===== config.mk =====
export PLATFORM = sky130hd
export DESIGN_NAME = cpu_controller_flat
export DESIGN_NICKNAME = d
export VERILOG_FILES = /design/src/rtl/cpu_controller_if.sv /design/src/rtl/cpu_controller.sv /design/src/flat_wrapper.sv
export SDC_FILE = /design/constraint.sdc
export NUM_CORES = 1
export LEC_CHECK = 0
export ABC_AREA = 1
export ABC_CLOCK_PERIOD_IN_PS = 3640
export CAP_MARGIN = 0
export CORE_AREA = 5 5 49 51
export DETAILED_ROUTE_END_ITERATION = 8
export DIE_AREA = 0 0 54 56
export PLACE_DENSITY = 0.69
export REMOVE_ABC_BUFFERS = 1
export SLEW_MARGIN = 25
export SYNTH_ARGS = -nofsm -noshare
export SYNTH_HDL_FRONTEND = slang
export SYNTH_SLANG_ARGS = --single-unit

===== constraint.sdc =====
create_clock -name clk -period 3.64 [get_ports clk]
set_input_delay 0.91 -clock clk [delete_from_list [all_inputs] [get_ports clk]]
set_output_delay 0.91 -clock clk [all_outputs]
set_load 0.03 [all_outputs]

===== src/rtl/cpu_controller_if.sv =====
// ---------------------------------------------------------------------------
// cpu_controller_if
// Bundles the signals between the instruction sequencer and the rest of the
// 8-bit accumulator CPU (instruction register, ALU, memory, PC).
//
//   opcode      [2:0]  opcode field of the instruction register
//   zero               accumulator-is-zero flag from the ALU
//   resume             request to leave HALT
//   rd / wr            memory read / write strobes
//   load_ir            load instruction register from the data bus
//   inc_pc / load_pc   program counter increment / load from IR address
//   alu_enable         ALU register enable
//   load_acc           accumulator load from ALU output
//   datactl_ena        drive accumulator onto the data bus
//   halt               machine halted
//   state       [3:0]  current sequencer state (debug)
//
// master: the sequencer (drives the strobes)
// slave : the datapath side (drives opcode/zero/resume)
// ---------------------------------------------------------------------------
interface cpu_controller_if;
    logic [2:0] opcode;
    logic       zero;
    logic       resume;
    logic       rd;
    logic       wr;
    logic       load_ir;
    logic       inc_pc;
    logic       load_pc;
    logic       alu_enable;
    logic       load_acc;
    logic       datactl_ena;
    logic       halt;
    logic [3:0] state;

    modport master (
        input  opcode, zero, resume,
        output rd, wr, load_ir, inc_pc, load_pc, alu_enable,
               load_acc, datactl_ena, halt, state
    );

    modport slave (
        output opcode, zero, resume,
        input  rd, wr, load_ir, inc_pc, load_pc, alu_enable,
               load_acc, datactl_ena, halt, state
    );
endinterface


===== src/rtl/cpu_controller.sv =====
// ---------------------------------------------------------------------------
// cpu_controller
// Instruction sequencer for the 8-bit accumulator CPU. Every instruction
// walks a fixed eight-state cycle S0..S7; HLT diverts from S3 into HALT.
// All strobes are registered and decoded from the next state at the clock
// edge, so each strobe is valid for the whole cycle the FSM sits in a state.
//
// Parameters:
//   RESUME_EN  1: a resume pulse leaves HALT;  0: only rst_n leaves HALT
// Ports:
//   clk    system clock, rising edge
//   rst_n  asynchronous active-low reset (forces IDLE, all strobes low)
//   bus    cpu_controller_if.master (opcode/zero/resume in, strobes out)
// ---------------------------------------------------------------------------
module cpu_controller #(
    parameter logic RESUME_EN = 1'b1
) (
    input  logic             clk,
    input  logic             rst_n,
    cpu_controller_if.master bus
);

    // State codes
    localparam logic [3:0] S0     = 4'd0;
    localparam logic [3:0] S1     = 4'd1;
    localparam logic [3:0] S2     = 4'd2;
    localparam logic [3:0] S3     = 4'd3;
    localparam logic [3:0] S4     = 4'd4;
    localparam logic [3:0] S5     = 4'd5;
    localparam logic [3:0] S6     = 4'd6;
    localparam logic [3:0] S7     = 4'd7;
    localparam logic [3:0] IDLE   = 4'd8;
    localparam logic [3:0] HALT_S = 4'd9;

    // Opcodes
    localparam logic [2:0] OP_HLT = 3'b000;
    localparam logic [2:0] OP_SKZ = 3'b001;
    localparam logic [2:0] OP_ADD = 3'b010;
    localparam logic [2:0] OP_AND = 3'b011;
    localparam logic [2:0] OP_XOR = 3'b100;
    localparam logic [2:0] OP_LDA = 3'b101;
    localparam logic [2:0] OP_STA = 3'b110;
    localparam logic [2:0] OP_JMP = 3'b111;

    // Bit positions inside the packed strobe register
    localparam int B_RD   = 8;
    localparam int B_WR   = 7;
    localparam int B_LIR  = 6;
    localparam int B_INC  = 5;
    localparam int B_LPC  = 4;
    localparam int B_ALU  = 3;
    localparam int B_LACC = 2;
    localparam int B_DCTL = 1;
    localparam int B_HALT = 0;

    logic [3:0] state_r;
    logic [3:0] next_state_s;
    logic [2:0] op_r;
    logic [8:0] strb_r;

    // Strobe pattern for the state about to be entered. op is the opcode
    // latched at the end of DECODE; z is the zero flag seen at the edge.
    function automatic logic [8:0] decode_strobes(
        input logic [3:0] st,
        input logic [2:0] op,
        input logic       z
    );
        logic [8:0] s;
        s = 9'd0;
        case (st)
            S0, S1: begin
                s[B_RD]  = 1'b1;
                s[B_LIR] = 1'b1;
                s[B_INC] = 1'b1;
            end
            S3: begin
                s[B_ALU] = 1'b1;
            end
            S4: begin
                case (op)
                    OP_ADD, OP_AND, OP_XOR, OP_LDA: s[B_RD]   = 1'b1;
                    OP_STA:                         s[B_DCTL] = 1'b1;
                    OP_JMP:                         s[B_LPC]  = 1'b1;
                    OP_SKZ:                         s[B_INC]  = z;
                    default:                        s         = 9'd0;
                endcase
            end
            S5: begin
                case (op)
                    OP_ADD, OP_AND, OP_XOR, OP_LDA: begin
                        s[B_RD]  = 1'b1;
                        s[B_ALU] = 1'b1;
                    end
                    OP_STA: begin
                        s[B_DCTL] = 1'b1;
                        s[B_WR]   = 1'b1;
                    end
                    OP_JMP:  s[B_LPC] = 1'b1;
                    default: s        = 9'd0;
                endcase
            end
            S6: begin
                case (op)
                    OP_ADD, OP_AND, OP_XOR, OP_LDA: s[B_LACC] = 1'b1;
                    OP_STA:                         s[B_DCTL] = 1'b1;
                    // second skip increment: two pulses skip a 2-byte instruction
                    OP_SKZ:                         s[B_INC]  = z;
                    default:                        s         = 9'd0;
                endcase
            end
            HALT_S: begin
                s[B_HALT] = 1'b1;
            end
            default: begin
                s = 9'd0;
            end
        endcase
        return s;
    endfunction

    // Next-state selection; illegal codes fall back to IDLE.
    always_comb begin
        next_state_s = IDLE;
        case (state_r)
            IDLE:               next_state_s = S0;
            S0, S1, S2, S4, S5, S6: next_state_s = state_r + 4'd1;
            S3: begin
                if (op_r == OP_HLT) begin
                    next_state_s = HALT_S;
                end else begin
                    next_state_s = S4;
                end
            end
            S7:                 next_state_s = S0;
            HALT_S: begin
                if ((RESUME_EN == 1'b1) && (bus.resume == 1'b1)) begin
                    next_state_s = S0;
                end else begin
                    next_state_s = HALT_S;
                end
            end
            default:            next_state_s = IDLE;
        endcase
    end

    // State register and registered strobes decoded from the next state.
    always_ff @(posedge clk or negedge rst_n) begin
        if (!rst_n) begin
            state_r <= IDLE;
            strb_r  <= 9'd0;
        end else begin
            state_r <= next_state_s;
            strb_r  <= decode_strobes(next_state_s, op_r, bus.zero);
        end
    end

    // Opcode latch: sampled only when leaving DECODE so later IR changes
    // cannot disturb an instruction in flight.
    always_ff @(posedge clk or negedge rst_n) begin
        if (!rst_n) begin
            op_r <= OP_HLT;
        end else if (state_r == S2) begin
            op_r <= bus.opcode;
        end else begin
            op_r <= op_r;
        end
    end

    assign bus.rd          = strb_r[B_RD];
    assign bus.wr          = strb_r[B_WR];
    assign bus.load_ir     = strb_r[B_LIR];
    assign bus.inc_pc      = strb_r[B_INC];
    assign bus.load_pc     = strb_r[B_LPC];
    assign bus.alu_enable  = strb_r[B_ALU];
    assign bus.load_acc    = strb_r[B_LACC];
    assign bus.datactl_ena = strb_r[B_DCTL];
    assign bus.halt        = strb_r[B_HALT];
    assign bus.state       = state_r;

endmodule


===== src/flat_wrapper.sv =====
// flat-port wrapper written by rule: the top's interface ports become plain ports
module cpu_controller_flat 
#(
    parameter logic RESUME_EN = 1'b1
)
  (clk, rst_n, bus_opcode, bus_zero, bus_resume, bus_rd, bus_wr, bus_load_ir, bus_inc_pc, bus_load_pc, bus_alu_enable, bus_load_acc, bus_datactl_ena, bus_halt, bus_state);
  cpu_controller_if bus_i ();
  input  logic clk;
  input  logic rst_n;
  input wire logic [$bits(bus_i.opcode)-1:0] bus_opcode;
  input wire logic [$bits(bus_i.zero)-1:0] bus_zero;
  input wire logic [$bits(bus_i.resume)-1:0] bus_resume;
  output wire logic [$bits(bus_i.rd)-1:0] bus_rd;
  output wire logic [$bits(bus_i.wr)-1:0] bus_wr;
  output wire logic [$bits(bus_i.load_ir)-1:0] bus_load_ir;
  output wire logic [$bits(bus_i.inc_pc)-1:0] bus_inc_pc;
  output wire logic [$bits(bus_i.load_pc)-1:0] bus_load_pc;
  output wire logic [$bits(bus_i.alu_enable)-1:0] bus_alu_enable;
  output wire logic [$bits(bus_i.load_acc)-1:0] bus_load_acc;
  output wire logic [$bits(bus_i.datactl_ena)-1:0] bus_datactl_ena;
  output wire logic [$bits(bus_i.halt)-1:0] bus_halt;
  output wire logic [$bits(bus_i.state)-1:0] bus_state;
  assign bus_i.opcode = bus_opcode;
  assign bus_i.zero = bus_zero;
  assign bus_i.resume = bus_resume;
  assign bus_rd = bus_i.rd;
  assign bus_wr = bus_i.wr;
  assign bus_load_ir = bus_i.load_ir;
  assign bus_inc_pc = bus_i.inc_pc;
  assign bus_load_pc = bus_i.load_pc;
  assign bus_alu_enable = bus_i.alu_enable;
  assign bus_load_acc = bus_i.load_acc;
  assign bus_datactl_ena = bus_i.datactl_ena;
  assign bus_halt = bus_i.halt;
  assign bus_state = bus_i.state;
  cpu_controller #(.RESUME_EN(RESUME_EN)) u_core (.clk(clk), .rst_n(rst_n), .bus(bus_i));
endmodule

==> results.txt <==
family with the most delay on the worst path - buffers and inverters
setup TNS - 0 ns
GR Layer Usage met3 - 5.630%
synth unique cells - 21
Final Skew - 0.001494 ns
Power Total - 0.8835 mW
dominant cell type by area after synthesis - dfrtp_1
MaxCap Viol Count - 0
Hold Crit Depth - 2
count leader, synth - nand2_1
worst path bufs/invs - 1
die height - 56 um
root buffer cell - clkbuf_4
CP required - 2.73 ns
GRT Residual Overflow - 0
remaining antenna violation count after routing - 0
post-cts resize count - 0
die area - 0.003024 sq mm
ys async rst share - 100.0%
GRT met1 Usage - 13.15%
final setup fails - 0
antenna diode count - 0
Final Hold Viols - 0
Max Root-Sink Buffers - 2
worst r2r dst - u_core.strb_r[3]$_DFF_PN0_
Post-Syn Instances - 99
Most Crowded Layer GR - met2
layout cells sized above 1 - 18.03%
total CTS buffers - 3
Worst Hold End - u_core.op_r[1]$_DFFE_PN0N_
CP Capture Type - primary output
fin. max-slew vios - 0
CTS tree - done
slew of the pin with the lowest slew margin - 0.6658 ns
GR Util met2 - 17.65%
number of antenna violations at the first check in global routing - 0
gpl congestion - 0.8419
first-pass GRT wire length - 2463 um
Avg Inst Size Synth - 8.405 sq um
switch share - 47.32%
Sw Pwr - 0.4180 mW
CP peak stage delay - 0.69 ns
FILL cells - 181
Final Cycle Share - 68.16%
Area contributors post-synth - dfrtp_1 45%, nand2_1 9.0%, inv_1 6.3%
synth cell count leaders - 20 x nand2_1, 15 x dfrtp_1, 14 x inv_1
postcts setup bufs - 0
pre-CTS WS - 1.462 ns
Clock transition at path regs - 0.08 ns
EDFF count, synth - 0
Die Width - 54 um
reg2reg setup slack - 2.05 ns
Worst Slack Setup Final - 1.159 ns
via/cell ratio - 4.617
Reg2Reg Depth - 10
clock latency on the worst-skew pair - 0.28 ns
Logic pwr share - 56.7%
outcome - complete, no violations
top_reg_cell synth - dfrtp_1
area of the core - 0.001902 sq mm
num rows - 16
fmax - 403.0 MHz
Peak VDD IR - 380.4 uV
critical-path cell list - clkdlybuf4s50_1
hpwl dp - 1207 um
IO Pins - 20
Initial DRC Count - 8
largest net degree at the start of global routing - 17
flip-flop and latch count after synthesis - 16
DRC - 0
PwrDens - 816.3 mW/mm^2
worst r2r src - u_core.bus.state[0]$_DFF_PN0_
hold_sp - u_core.op_r[1]$_DFFE_PN0N_
CTS sink cnt - 16
Rel. slew slack - 55.48%
P_leak - 0.5474 nW
vias in the first global route - 616
number of H-tree levels - 1
First-pass DRT Iterations - 4
Setup crit start kind - register
WL per Instance - 9.826 um
RSZ-0062 raised after global routing - no
Hold Buf Count CTS - 0
WL final - 1464 um
DR vias - 688
Clk pwr share - 10.5%
Flop pwr share - 32.8%
initial core utilization - 43.75%
I/O Buffers - 19
critical path arrival - 1.57 ns
top cell type's share of synthesized area - 45.11%
Yosys Warn Count - 0
hold crit path type - reg -> reg
Seq/Total Area, Yosys - 48.27%
Area growth syn-to-layout - 30.08%
WS Path Type - reg -> out
Overall Global Routing Usage - 11.21%
critical path's slowest cell - clkdlybuf4s50_1
final-stage net count - 134
cell-internal power - 0.4654 mW
Crit Path Max Fanout - 7
minimum clock period - 2.481 ns
synthesized area - 832.0 sq um
==> through the flow <==
stage	instance area, sq um	hold WS (ns)	utilization (%)	instances
2_1_floorplan	832.0	0.5228	-	99
3_3_place_gp	1056	0.5429	55.53	145
3_5_place_dp	1056	0.5562	55.53	145
4_1_cts	1082	0.5695	56.91	149
5_1_grt	1082	0.5874	56.91	149
6_report	1082	0.5660	56.91	149
==> registers in the layout, indices dropped and copies added (netlist names) <==
signal,count
u_core.bus.state,4
u_core.strb_r,9
u_core.op_r,3
==> layout make-up <==
type / instances / area [sq um] / area share, %
Sequential cell: 16 / 401.6 / 37.11
Multi-Input combinational cell: 63 / 352.8 / 32.60
Timing Repair Buffer: 19 / 190.2 / 17.57
Inverter: 20 / 77.57 / 7.168
Tap cell: 27 / 33.78 / 3.121
Clock buffer: 4 / 26.28 / 2.428
==> power by group through the flow <==
stage / logic (mW) / registers (mW) / clock network, mW
global placement: 0.500 / 0.290 / 0
CTS: 0.506 / 0.291 / 0.0961
detailed placement: 0.503 / 0.295 / 0
global route: 0.556 / 0.298 / 0.106
finish: 0.501 / 0.290 / 0.0930
floorplan: 0.269 / 0.376 / 0
==> cells in the final DEF (no fill, tap or decap), types with 2 or more instances in the layout <==
master           count
nor2_1              10
nand3_1              9
nand2_2              3
nor3_2               2
a21oi_1              4
inv_1               14
ha_1                 4
nand3_2              2
clkdlybuf4s50_1     19
inv_2                4
nand2_1             20
dfrtp_1             15
clkbuf_4             3
nor2_2               3
==> per-layer routing <==
metal,up-vias,share of wire (%)
li1,349,-
met1,316,42
met2,21,49
met3,2,8.5
met4,0,0.68
met5,-,0
==> worst max path at each step <==
stage	slack, ns	start	cells past startpoint	end
after floorplan	2.03	u_core.bus.state[0]$_DFF_PN0_	9	u_core.strb_r[8]$_DFF_PN0_
after global placement	1.47	u_core.bus.state[3]$_DFF_PN1_	1	bus_state[3]
after detailed placement	1.46	u_core.bus.state[3]$_DFF_PN1_	1	bus_state[3]
after CTS	1.14	u_core.bus.state[3]$_DFF_PN1_	1	bus_state[3]
after global routing	1.11	u_core.bus.state[3]$_DFF_PN1_	1	bus_state[3]
final	1.16	u_core.bus.state[3]$_DFF_PN1_	1	bus_state[3]
==> worst reg2reg max path: stages (launching register included) <==
cell and delay, ns:
dfrtp_1 0.42, inv_1 0.10, ha_1 0.21, nor2_2 0.12, nand2_1 0.10, nand3_1 0.10, nand3_2 0.11, nand2_1 0.15
inv_1 0.06, nand3_1 0.07, nand2_1 0.05
==> logic make-up (layout without fill, tap and decap cells) <==
kind of cell               count (synthesis)  after routing  synth area share, %
buffers and inverters                     20             43                9.323
and+or+nand+nor                           53             53                32.33
adders and majority gates                  4              4                6.015
DFF                                       16             16                48.27
AOI/OAI and AO/OA                          6              6                4.060
Power figures use the tool's default switching activity.
==> patch 1, RTL diff (config.mk and constraints unchanged) <==
`RESUME_EN` is set to 1'b1 in 2 places; all go to 1'b0.
--- a/src/rtl/cpu_controller.sv
+++ b/src/rtl/cpu_controller.sv
@@ -15,3 +15,3 @@
 module cpu_controller #(
-    parameter logic RESUME_EN = 1'b1
+    parameter logic RESUME_EN = 1'b0
 ) (
--- a/src/flat_wrapper.sv
+++ b/src/flat_wrapper.sv
@@ -3,3 +3,3 @@
 #(
-    parameter logic RESUME_EN = 1'b1
+    parameter logic RESUME_EN = 1'b0
 )
Function: changed (a bounded check fails within 10 cycles, from zero or initial values and one cycle with rst_n low).
==> patch 1 against the unedited design <==
Die area did not move; routed wire length rose by 4.9%; worst setup slack improved by 0.048 ns; synthesized cell count fell by 3.0%; power rose by 6.2%; area after synthesis rose by 0.75%; sequential cell count did not move; final area rose by 0.58%.
==> patch 1: results (changes against the unedited design) <==
Worst hold path
The path category of the worst min-delay check is register to register. The startpoint of the worst hold path is u_core.op_r[0]$_DFFE_PN0N_. The path with the worst hold slack has its endpoint at u_core.strb_r[4]$_DFF_PN0_.

Global routing
The via count of the first global-routing pass is 655 (+6.3%). The overall global routing resource usage is 0.122 (+0.0103). The met1 track demand over resource came to 0.150 (+0.0187).

The met2 routing resource usage after global routing is 0.185 (+0.00865). The initial antenna violation count was 0 (unchanged). The global-route wire length before repair is 2760 um (+12%).

Critical path
The endpoint identified for the worst register-to-register timing path is u_core.strb_r[3]$_DFF_PN0_. The logic depth of the worst register-to-register path is 12 (+2). The longest individual stage delay on the worst path was 0.67 ns (-0.02 ns). The largest fanout on the critical path is 4 (-3).

The worst endpoint data arrival time is 1.52 ns (-0.05 ns).

Synth
The number of cells produced by synthesis is 96 (-3.0%). The warning count from the yosys run is 0 (unchanged). By area the synthesized netlist is led by sky130_fd_sc_hd__dfrtp_1 45%, sky130_fd_sc_hd__nand3_1 8.4%, sky130_fd_sc_hd__nand2_1 6.7%. The share of synthesized area occupied by flip-flops and latches was 0.479 (-0.00360). The cell area after synthesis is 838 sq um (+0.75%). The commonest cells after synthesis are 15 x sky130_fd_sc_hd__dfrtp_1, 15 x sky130_fd_sc_hd__nand2_1, 14 x sky130_fd_sc_hd__nand3_1.

The number of distinct library cells after synthesis is 18 (-14%).

Clocking
The clock transition time at the flip-flop clock pins of the worst setup and hold paths is 0.08 ns (about the same). The total clock buffers created by CTS is 3 (unchanged). In this run the clock root is driven by a sky130_fd_sc_hd__clkbuf_4. The post-CTS setup repair buffer count was 0 (unchanged).

Drt
The iteration-0 DRC count of the detailed router is 7 (-1). The via density per instance was 4.66 (+0.82%). The sum of routed wire length over all layers was 1540 um (+4.9%).

The number of detailed-route iterations in the first pass was 3 (-1).

Placed design
The number of port buffers was 18 (-1). The cell total after placement is 141 (-2.8%). The weighted congestion reported at the end of routability-driven placement is 0.840 (-0.26%). The half-perimeter wire length of the detailed placement result is 1250 um (+3.5%).

Cells and area
The most flop-heavy register is u_core.strb_r. The non-filler instance count after layout is 145 (-2.7%). The net count of the finished layout came to 130 (-3.0%). The share of post-route cells with drive strength above 1 is 0.212 (+0.0315).

Outcome
The run finished with clean final reports.

Power
The leakage dissipation is 0.538 nW (-1.7%). The combinational group share of total power came to 0.563 (-0.004). The power dissipated by switching net loads is 0.444 mW (+6.3%). The power consumed by the clock network was 0.114 mW (+23%).

The worst-case vdd ir drop came to 0.000408 V (+7.2%).

Timing
The final worst clock skew is 0.00248 ns (+0.000984 ns). The transition time at the pin with the least slew margin came to 0.685 ns (+0.0191 ns).
## patch 1: cell types whose count changed in the layout (fill, tap and decap cells not counted), sizes merged, moves of 2 or more
cell   unedited run  this run
a21oi             5         2
inv              19        17
nand2            24        20
nand3            11        17
## patch 1: cell families after synthesis
kind of cell,count (synthesis),share of synthesized area
xor gates and xnor gates,1,0.0104
muxes,1,0.0134
adders and majority gates,4,0.0597
AOI/OAI and AO/OA,2,0.0119
buffers and inverters,17,0.0761
and+or+nand+nor,55,0.349
DFF,16,0.479
## patch 1: worst max path at each step
stage	start	to	slack, ns	cells after the start
after global routing	u_core.bus.state[3]$_DFF_PN1_	bus_state[3]	1.15	1
after CTS	u_core.bus.state[3]$_DFF_PN1_	bus_state[3]	1.19	1
final	u_core.bus.state[3]$_DFF_PN1_	bus_state[3]	1.21	1
after detailed placement	u_core.bus.state[3]$_DFF_PN1_	bus_state[3]	1.51	1
after floorplan	u_core.bus.state[0]$_DFF_PN0_	u_core.strb_r[3]$_DFF_PN0_	2.00	12
after global placement	u_core.bus.state[3]$_DFF_PN1_	bus_state[3]	1.51	1
## patch 1: final cells by class
type,instances,area (sq um)
clock buffer,4,36.3
fill,183,813
inverter,17,63.8
multi-input combinational,63,373
sequential,16,402
tap,27,33.8
timing repair buffer,18,180
## patch 1: stage by stage
step	setup WS [ns]	total power, mW	hold slack, ns	area [sq um]
after floorplan	2.00	0.670	0.537	838
after global placement	1.51	0.822	0.553	1050
after detailed placement	1.51	0.831	0.590	1050
after CTS	1.19	0.947	0.603	1090
after global routing	1.15	1.03	0.626	1090
final	1.21	0.939	0.600	1090
## patch 1: per-layer routing
layer  up-vias  wire length, um  share of wire
li1        345                -              -
met1       314              673           0.44
met2        13              766           0.50
met3         3               86          0.056
met4         0               11         0.0072
met5         -                0              0
==> patch 2, RTL diff (same settings) <==
Without the edit above. Make the reset (`rst_n`) synchronous in 2 clocked blocks. Comments in the files are not updated.
--- a/src/rtl/cpu_controller.sv
+++ b/src/rtl/cpu_controller.sv
@@ -146,3 +146,3 @@
     // State register and registered strobes decoded from the next state.
-    always_ff @(posedge clk or negedge rst_n) begin
+    always_ff @(posedge clk) begin
         if (!rst_n) begin
@@ -158,3 +158,3 @@
     // cannot disturb an instruction in flight.
-    always_ff @(posedge clk or negedge rst_n) begin
+    always_ff @(posedge clk) begin
         if (!rst_n) begin
Behaviour: differs if rst_n is asserted again (counterexample within 4 cycles, from zero or initial values and one cycle with rst_n low); with rst_n held inactive, the same outputs for 10 cycles.
==> patch 2 against the unedited design <==
Final area fell by 3.8%; final cell count is 6.7% higher; sequential share of layout area fell by 6.3 points; first-iteration DRC count up 25%; hold slack lost 0.088 ns; critical endpoint is now bus_state[2]; critical path type unchanged; worst setup slack better by 0.13 ns; highest routed layer unchanged; routed wire length grew 8.6%; count of clock-buffer cells in the layout stayed put; synthesized cell count rose by 10%; area after synthesis shrank 6.2%; sequential cell count is the same.
Power is not compared: it rests on default switching activity, and its combinational part moved more than twofold at a synthesized area within 25%.
==> patch 2: results (changes against the unedited design) <==
Global routing
The global-route wire length before repair came to 2680 um (+8.7%). The via count of the first global-routing pass is 662 (+7.5%). The overall global routing resource usage is 0.119 (+0.00720). The largest net degree at the start of global routing is 10 (-7).

Critical path
The largest fanout on the critical path is 6 (-1). The worst endpoint data arrival time is 1.45 ns (-0.12 ns). The longest individual stage delay on the worst path came to 0.72 ns (+0.03 ns).

Timing
The transition time at the pin with the least slew margin came to 0.316 ns (-0.350 ns).

Outcome
The run finished with clean final reports.

Placed design
The weighted congestion reported at the end of routability-driven placement is 0.859 (+2.0%). The half-perimeter wire length of the detailed placement result is 1320 um (+9.2%).

Synth
Ranked by instance count, the synthesized netlist is headed by 23 x sky130_fd_sc_hd__nand2_1, 20 x sky130_fd_sc_hd__nor2_1, 17 x sky130_fd_sc_hd__inv_1. The adder-cell area share of the yosys netlist came to 0.0641 (+0.00395). The share of synthesized registers carrying an async set or reset is 0 (-1.00).

After synthesis, the cell types taking the most area are sky130_fd_sc_hd__dfxtp_1 41%, sky130_fd_sc_hd__nand2_1 11%, sky130_fd_sc_hd__nor2_1 9.6%. The synthesized-area fraction occupied by ao, oa, aoi and oai cells is 0.0433 (+0.00267). The number of distinct library cells after synthesis came to 18 (-14%). The share of synthesized area occupied by flip-flops and latches is 0.410 (-0.0725). The xor and xnor area share after synthesis is 0.0112 (+0.0112).

Clocking
The root buffer selected by CTS is sky130_fd_sc_hd__clkbuf_4. The total of cells resized after clock tree synthesis is 0 (unchanged).

Drt
The iteration-0 DRC count of the detailed router is 10 (+2). The count of vias placed by the detailed router is 705 (+2.5%). The sum of routed wire length over all layers came to 1590 um (+8.6%).

Cells and area
The net count of the finished layout came to 144 (+7.5%). The share of post-route cells with drive strength above 1 is 0.114 (-0.0667).
## patch 2: cell count changes after synthesis, sizes merged, moves of 2 or more
| cell | change |
|---|---|
| dfrtp | -15 |
| nor3 | -2 |
| nor2 | +9 |
| nand4 | +2 |
| dfxtp | +16 |
| o21ai | +2 |
| a21oi | -2 |
## patch 2: logic make-up after synthesis
kind of cell    Yosys count
simple gates             62
flops                    16
fa+ha+maj                 4
buf+inv                  20
xor+xnor                  1
compound gates            6
## patch 2: tightest hold or removal path: stages (launching register included)
cell                      delay (ns)
sky130_fd_sc_hd__dfxtp_1        0.33
sky130_fd_sc_hd__inv_1          0.05
sky130_fd_sc_hd__a21oi_1        0.05
## patch 2: path summary, 6_finish.rpt
path                                                     start                          end  slack [ns]  cells past startpoint
worst max register to register  u_core.bus.state[0]$_SDFF_PN0_  u_core.strb_r[8]$_SDFF_PN0_        1.95                     10
worst min register to register     u_core.op_r[1]$_SDFFE_PN0N_  u_core.op_r[1]$_SDFFE_PN0N_        0.48                      2
worst max-delay path            u_core.bus.state[2]$_SDFF_PN0_                 bus_state[2]        1.28                      1
worst min-delay path               u_core.op_r[1]$_SDFFE_PN0N_  u_core.op_r[1]$_SDFFE_PN0N_        0.48                      2
## patch 2: report_power, final
group,internal [mW],switching (mW)
combinational,0.0656,0.115
clock,0.0608,0.0505
sequential,0.194,0.0121
total,0.320,0.177
## patch 2: metrics by stage
stage	util	area, sq um	hold WS (ns)	setup slack [ns]	cells
after floorplan	-	781	0.436	1.93	109
after global placement	0.528	1000	0.451	1.43	155
after detailed placement	0.528	1000	0.467	1.43	155
after CTS	0.547	1040	0.480	1.27	159
after global routing	0.547	1040	0.496	1.20	159
final	0.547	1040	0.478	1.28	159
## patch 2: area by class of cell
type | count | area (sq um)
clock buffer | 4 | 36.3
fill | 185 | 861
inverter | 20 | 75.1
multi-input combinational | 73 | 385
sequential | 16 | 320
tap | 27 | 33.8
timing repair buffer | 19 | 190
## patch 2: metal layers
metal	wire length, um	GRT usage
met5	0	0
met1	728	0.138
met2	762	0.192
met3	76	0.0483
met4	21	0.0427
